==> src/rtl/ifetch_unit.sv <==
// ifetch_unit: instruction fetch pointer feeding a 2-entry {word, pc} buffer with branch decode of the head entry
// Ports:
//   clk, reset            single clock, synchronous active-high reset
//   imem_addr / imem_rd   combinational instruction memory (address out, word back same cycle)
//   stall                 consumer holds the head entry
//   redirect, redirect_pc flush buffer and restart fetching at redirect_pc (word aligned)
//   instr, instr_pc, instr_valid            head entry, zeroed when empty
//   is_branch, is_bl, link_addr, branch_target  decode of the head entry, zeroed when empty
module ifetch_unit #(
    parameter logic [31:0] RESET_PC = 32'h0000_0000
) (
    input  logic        clk,
    input  logic        reset,
    output logic [31:0] imem_addr,
    input  logic [31:0] imem_rd,
    input  logic        stall,
    input  logic        redirect,
    input  logic [31:0] redirect_pc,
    output logic [31:0] instr,
    output logic [31:0] instr_pc,
    output logic        instr_valid,
    output logic        is_branch,
    output logic        is_bl,
    output logic [31:0] link_addr,
    output logic [31:0] branch_target
);
    logic [31:0] fpc_q, fpc_d;
    logic [1:0]  cnt_q, cnt_d;
    logic [31:0] w0_q, w0_d, p0_q, p0_d, w1_q, w1_d, p1_q, p1_d;
    logic        pop, push, head_br;
    logic [31:0] head_off;
    assign pop  = (cnt_q != 2'd0) && !stall;
    assign push = (cnt_q != 2'd2) || pop;
    assign imem_addr = fpc_q;
    always_comb begin
        fpc_d = fpc_q;
        cnt_d = cnt_q;
        w0_d  = w0_q;
        p0_d  = p0_q;
        w1_d  = w1_q;
        p1_d  = p1_q;
        if (reset) begin
            fpc_d = RESET_PC & ~32'd3;
            cnt_d = 2'd0;
        end else if (redirect) begin
            fpc_d = redirect_pc & ~32'd3;
            cnt_d = 2'd0;
        end else begin
            fpc_d = push ? fpc_q + 32'd4 : fpc_q;
            cnt_d = cnt_q + {1'b0, push} - {1'b0, pop};
            // slot 0 is always the head; a pop shifts slot 1 down or takes the new word directly
            w0_d = pop ? (cnt_q == 2'd2 ? w1_q : imem_rd) : (cnt_q == 2'd0 ? imem_rd : w0_q);
            p0_d = pop ? (cnt_q == 2'd2 ? p1_q : fpc_q)   : (cnt_q == 2'd0 ? fpc_q   : p0_q);
            // slot 1 receives the new word when it lands behind a surviving head
            if ((cnt_q == 2'd1 && !pop) || (cnt_q == 2'd2 && pop)) begin
                w1_d = imem_rd;
                p1_d = fpc_q;
            end
        end
    end
    always_ff @(posedge clk) begin
        fpc_q <= fpc_d;
        cnt_q <= cnt_d;
        w0_q  <= w0_d;
        p0_q  <= p0_d;
        w1_q  <= w1_d;
        p1_q  <= p1_d;
    end
    assign head_br  = w0_q[27:25] == 3'b101;
    assign head_off = {{6{w0_q[23]}}, w0_q[23:0], 2'b00};
    assign instr_valid   = cnt_q != 2'd0;
    assign instr         = instr_valid ? w0_q : 32'd0;
    assign instr_pc      = instr_valid ? p0_q : 32'd0;
    assign is_branch     = instr_valid && head_br;
    assign is_bl         = instr_valid && head_br && w0_q[24];
    assign link_addr     = instr_valid ? p0_q + 32'd4 : 32'd0;
    assign branch_target = instr_valid ? p0_q + 32'd8 + head_off : 32'd0;
endmodule

==> config.mk <==
export PLATFORM = sky130hd
export DESIGN_NAME = ifetch_unit
export DESIGN_NICKNAME = d
export VERILOG_FILES = /design/src/rtl/ifetch_unit.sv
export SDC_FILE = /design/constraint.sdc
export NUM_CORES = 1
export LEC_CHECK = 0
export BUFFER_PORTS_ARGS = -buffer_cell sky130_fd_sc_hd__buf_2
export CAP_MARGIN = 20
export CORE_MARGIN = 4
export CORE_UTILIZATION = 30
export DETAILED_ROUTE_END_ITERATION = 12
export PLACE_DENSITY_LB_ADDON = 0.08
export SYNTH_ARGS = -nofsm -noshare
export SYNTH_HDL_FRONTEND = slang
export SYNTH_SLANG_ARGS = --single-unit
export TNS_END_PERCENT = 5
==> constraint.sdc <==
create_clock -name clk -period 5.9 [get_ports clk]
set_input_delay 0.295 -clock clk [delete_from_list [all_inputs] [get_ports clk]]
set_output_delay 0.295 -clock clk [all_outputs]
set_load 0.05 [all_outputs]
==> results.yml <==
run_status:
  outcome: "completed"
synthesis:
  ys.flop_type: "edfxtp_1"
  synthXorXnorAreaFrac: 0.0692
  synthAdderAreaFrac: 0.0812
  yosys_warnings: 0
  ys_seq_area_frac: 0.460
  avgSynthCellArea_um2: 10.4
  syn_area_mm2: 0.00949
  synthMuxAreaShare: 0.0828
  synth_edf_count: 124
  synthSimpleGateAreaFrac: 0.195
  synthArstFlopShare: 0
  synth_top_family_by_area: "simple AND/OR/NAND/NOR gates"
  synth_compound_area_frac: 0.0766
  netlist_instances: 912
  ys_types: 65
  synth_seq_cells: 156
timing:
  period_share: 0.678
  rsz0062_at_grt: "false"
  finalClockSkew_ns: 0.00936
  timing.hold.ws_ns: 0.0559
  slew_headroom: 0.346
  tightestPinTransition_ns: 0.979
  slew_violations: 0
  layout_min_cycle_time_ns: 4.00
  fin_tns_setup_ns: 0
  setup_viol: 0
  fmax_ghz: 0.250
  hold_viol: 0
routing:
  route.detailed.drc: 0
  drt-pass1-iter-count: 5
  drt_iter0_markers: 470
  vias: 7301
  viasPerCell: 4.79
  wl_per_cell_um: 18.1
  drtAntennaViolNets: 0
  routed_wl_mm: 27.6
critical_path:
  cpPeakStageDelay_ns: 0.47
  slowest_stage: "edfxtp_1"
  cp.arrival_ns: 3.70
  cpMostUsedCell: "inv_1"
  path_cells: "inv_1 > ha_1 > inv_1 > ha_1 > inv_1 > fa_1 > nand2b_1 > a21oi_1 > or2_1 > a211o_1 > o21ai_1 > and3_1 > nor3_1 > buf_2"
  path_class: "reg2out"
  end_kind: "output port"
  path_max_fanout: 5
  cp.required_ns: 5.61
  cp-start-kind: "flop"
placement:
  io_buffers: 220
  dp.final_hpwl_mm: 20.4
  placedCellCount: 1490
  place.gp.congestion: 0.808
global_routing:
  grt_max_degree: 70
  grt_use_total: 0.162
  grt_pass1_vias: 7531
  overflow: 0
  antenna_found_initial: 2
  grt_pass1_wl_mm: 43.3
final_layout:
  drive_gt1_frac: 0.306
  nNetsFinal: 1242
  stdcell_count: 1523
  area_growth_pct: 21.0
pwr:
  vdd_drop_max_mv: 0.140
  powerDensity_mw_per_mm2: 268
  power_leakage_nw: 4.93
floorplanning:
  rows: 64
  fp.dieArea_mm2: 0.0345
  io_pins: 231
  fp.dieH_um: 186
  initial_core_util: 0.307
  fp.dieW_um: 186
  core_mm2: 0.0309
clocking:
  cts_sinks: 156
  path_clk_slew_ns: 0.07
  cts_root_buf: "clkbuf_16"
  h-tree-depth: 4
  cts_buffer_depth: 2
  clk_latency_ns: 0.43
  cts_resized: 0
  ctsHoldBuffers: 0
  cts_buffers: 17
  post_cts_buffers: 0
  cts_tree: "built"
worst_hold_path:
  hold_path_class: "in2reg"
job:
  maxCapViolations: 0
[cells in the final DEF (no fill, tap or decap), types with 3 or more instances in the layout]
cell type  instances
a21o_1             7
a21oi_1           61
a21oi_2            3
a31oi_1            5
and2_1            64
and3_1            12
and4_1             5
buf_2            220
buf_4              5
clkbuf_1           3
clkbuf_16         17
clkbuf_8           3
conb_1             8
dfxtp_1           32
edfxtp_1         124
ha_1              60
inv_1             23
mux2_2            60
mux2i_1           11
nand2_1           46
nand2b_1           3
nand3_1           25
nand3b_1           4
nand4_1           19
nor2_1           128
nor2b_1            5
nor3_1             9
o211ai_1           3
o21ai_0           15
o21ai_1            4
o221ai_1           3
o22ai_1            3
or2_2              3
or3_1              4
xnor2_1           29
xor2_1            46
[registers in the layout, summed over array words and instances (netlist names)]
name and flops:
cnt_q 2, imem_addr 30, p0_q 30, p1_q 30, w0_q 32, w1_q 32
[cells in the mapped netlist (3+ instances only)]
cell      number  share of area
nor2_1       130          0.051
edfxtp_1     124           0.39
and2_1        64          0.042
a21oi_1       62          0.033
ha_1          60          0.079
mux2_2        60          0.071
nand2_1       46          0.018
xor2_1        46          0.042
dfxtp_1       32          0.068
xnor2_1       29          0.027
clkbuf_1      27          0.011
nand3_1       25          0.013
inv_1         24         0.0095
nand4_1       19          0.013
o21ai_0       15         0.0079
buf_2         14         0.0074
and3_1        12         0.0079
mux2i_1       11          0.012
buf_4          9         0.0071
nor3_1         9         0.0047
a21o_1         7         0.0055
a31oi_1        5         0.0033
and4_1         5         0.0046
nor2b_1        5         0.0033
nand3b_1       4         0.0032
o21ai_1        4         0.0021
or3_1          4         0.0026
a21oi_2        3         0.0028
nand2b_1       3         0.0020
nor3b_1        3         0.0024
o211ai_1       3         0.0024
o221ai_1       3         0.0028
o22ai_1        3         0.0020
or2_2          3         0.0020
[metrics by stage]
stage,total power [mW],area [µm²],util,worst slack (ns)
finish,3.08,11500,0.371,1.90
global route,3.24,11500,0.371,1.62
CTS,3.12,11500,0.371,1.88
detailed placement,2.09,10900,0.354,2.37
global placement,2.09,10900,0.354,2.39
floorplan,1.88,9510,-,0.927
[worst max-delay path, delay by kind of cell (launching register included)]
family                   cells  cell delay (ns)
flip-flops                   1             0.47
AO/OA/AOI/OAI                3             0.52
buffers and inverters        4             0.57
adder cells (fa/ha/maj)      3             0.78
AND/OR/NAND/NOR              4             0.93
[logic make-up (layout without fill, tap and decap cells)]
family,after synthesis,after routing
AND/OR/NAND/NOR,354,354
flip-flops,156,156
AO/OA/AOI/OAI,120,120
XOR/XNOR,75,75
buffers and inverters,74,281
multiplexers,71,71
adder cells (fa/ha/maj),61,61
other,1,9
[routing by layer]
layer,wire (µm),track usage,vias to the layer above
met5,7,0,-
met4,414,0.0443,2
met3,1500,0.0379,25
met2,12500,0.258,199
met1,13100,0.223,3427
li1,-,-,3648
[area by class of cell]
| cell class | count | area [µm²] |
|---|---|---|
| antenna | 1 | 2.50 |
| clock buffer | 23 | 478 |
| clock inverter | 9 | 61.3 |
| fill | 3206 | 19400 |
| inverter | 24 | 90.1 |
| multi-input combinational | 689 | 4850 |
| sequential | 156 | 4360 |
| tap | 396 | 495 |
| timing repair buffer | 225 | 1140 |
[worst paths after layout]
kind,start,to,slack (ns),depth (start not counted)
min reg2reg,imem_addr[24]$_SDFFE_PP0P_,p1_q[24]$_DFFE_PP_,0.51,0
max,p0_q[3]$_DFFE_PP_,branch_target[25],1.90,14
min,imem_rd[9],w1_q[9]$_DFFE_PP_,0.06,1
max reg2reg,cnt_q[1]$_SDFF_PN0_,w0_q[16]$_DFFE_PP_,2.97,5
[power breakdown]
part | switching, mW | total (mW) | internal (mW) | leakage [nW]
clock network | 0.446 | 1.02 | 0.573 | 0.270
logic | 0.548 | 0.769 | 0.221 | 3.25
registers | 0.0529 | 1.29 | 1.24 | 1.41
total | 1.05 | 3.08 | 2.03 | 4.93
Power figures use the tool's default switching activity.
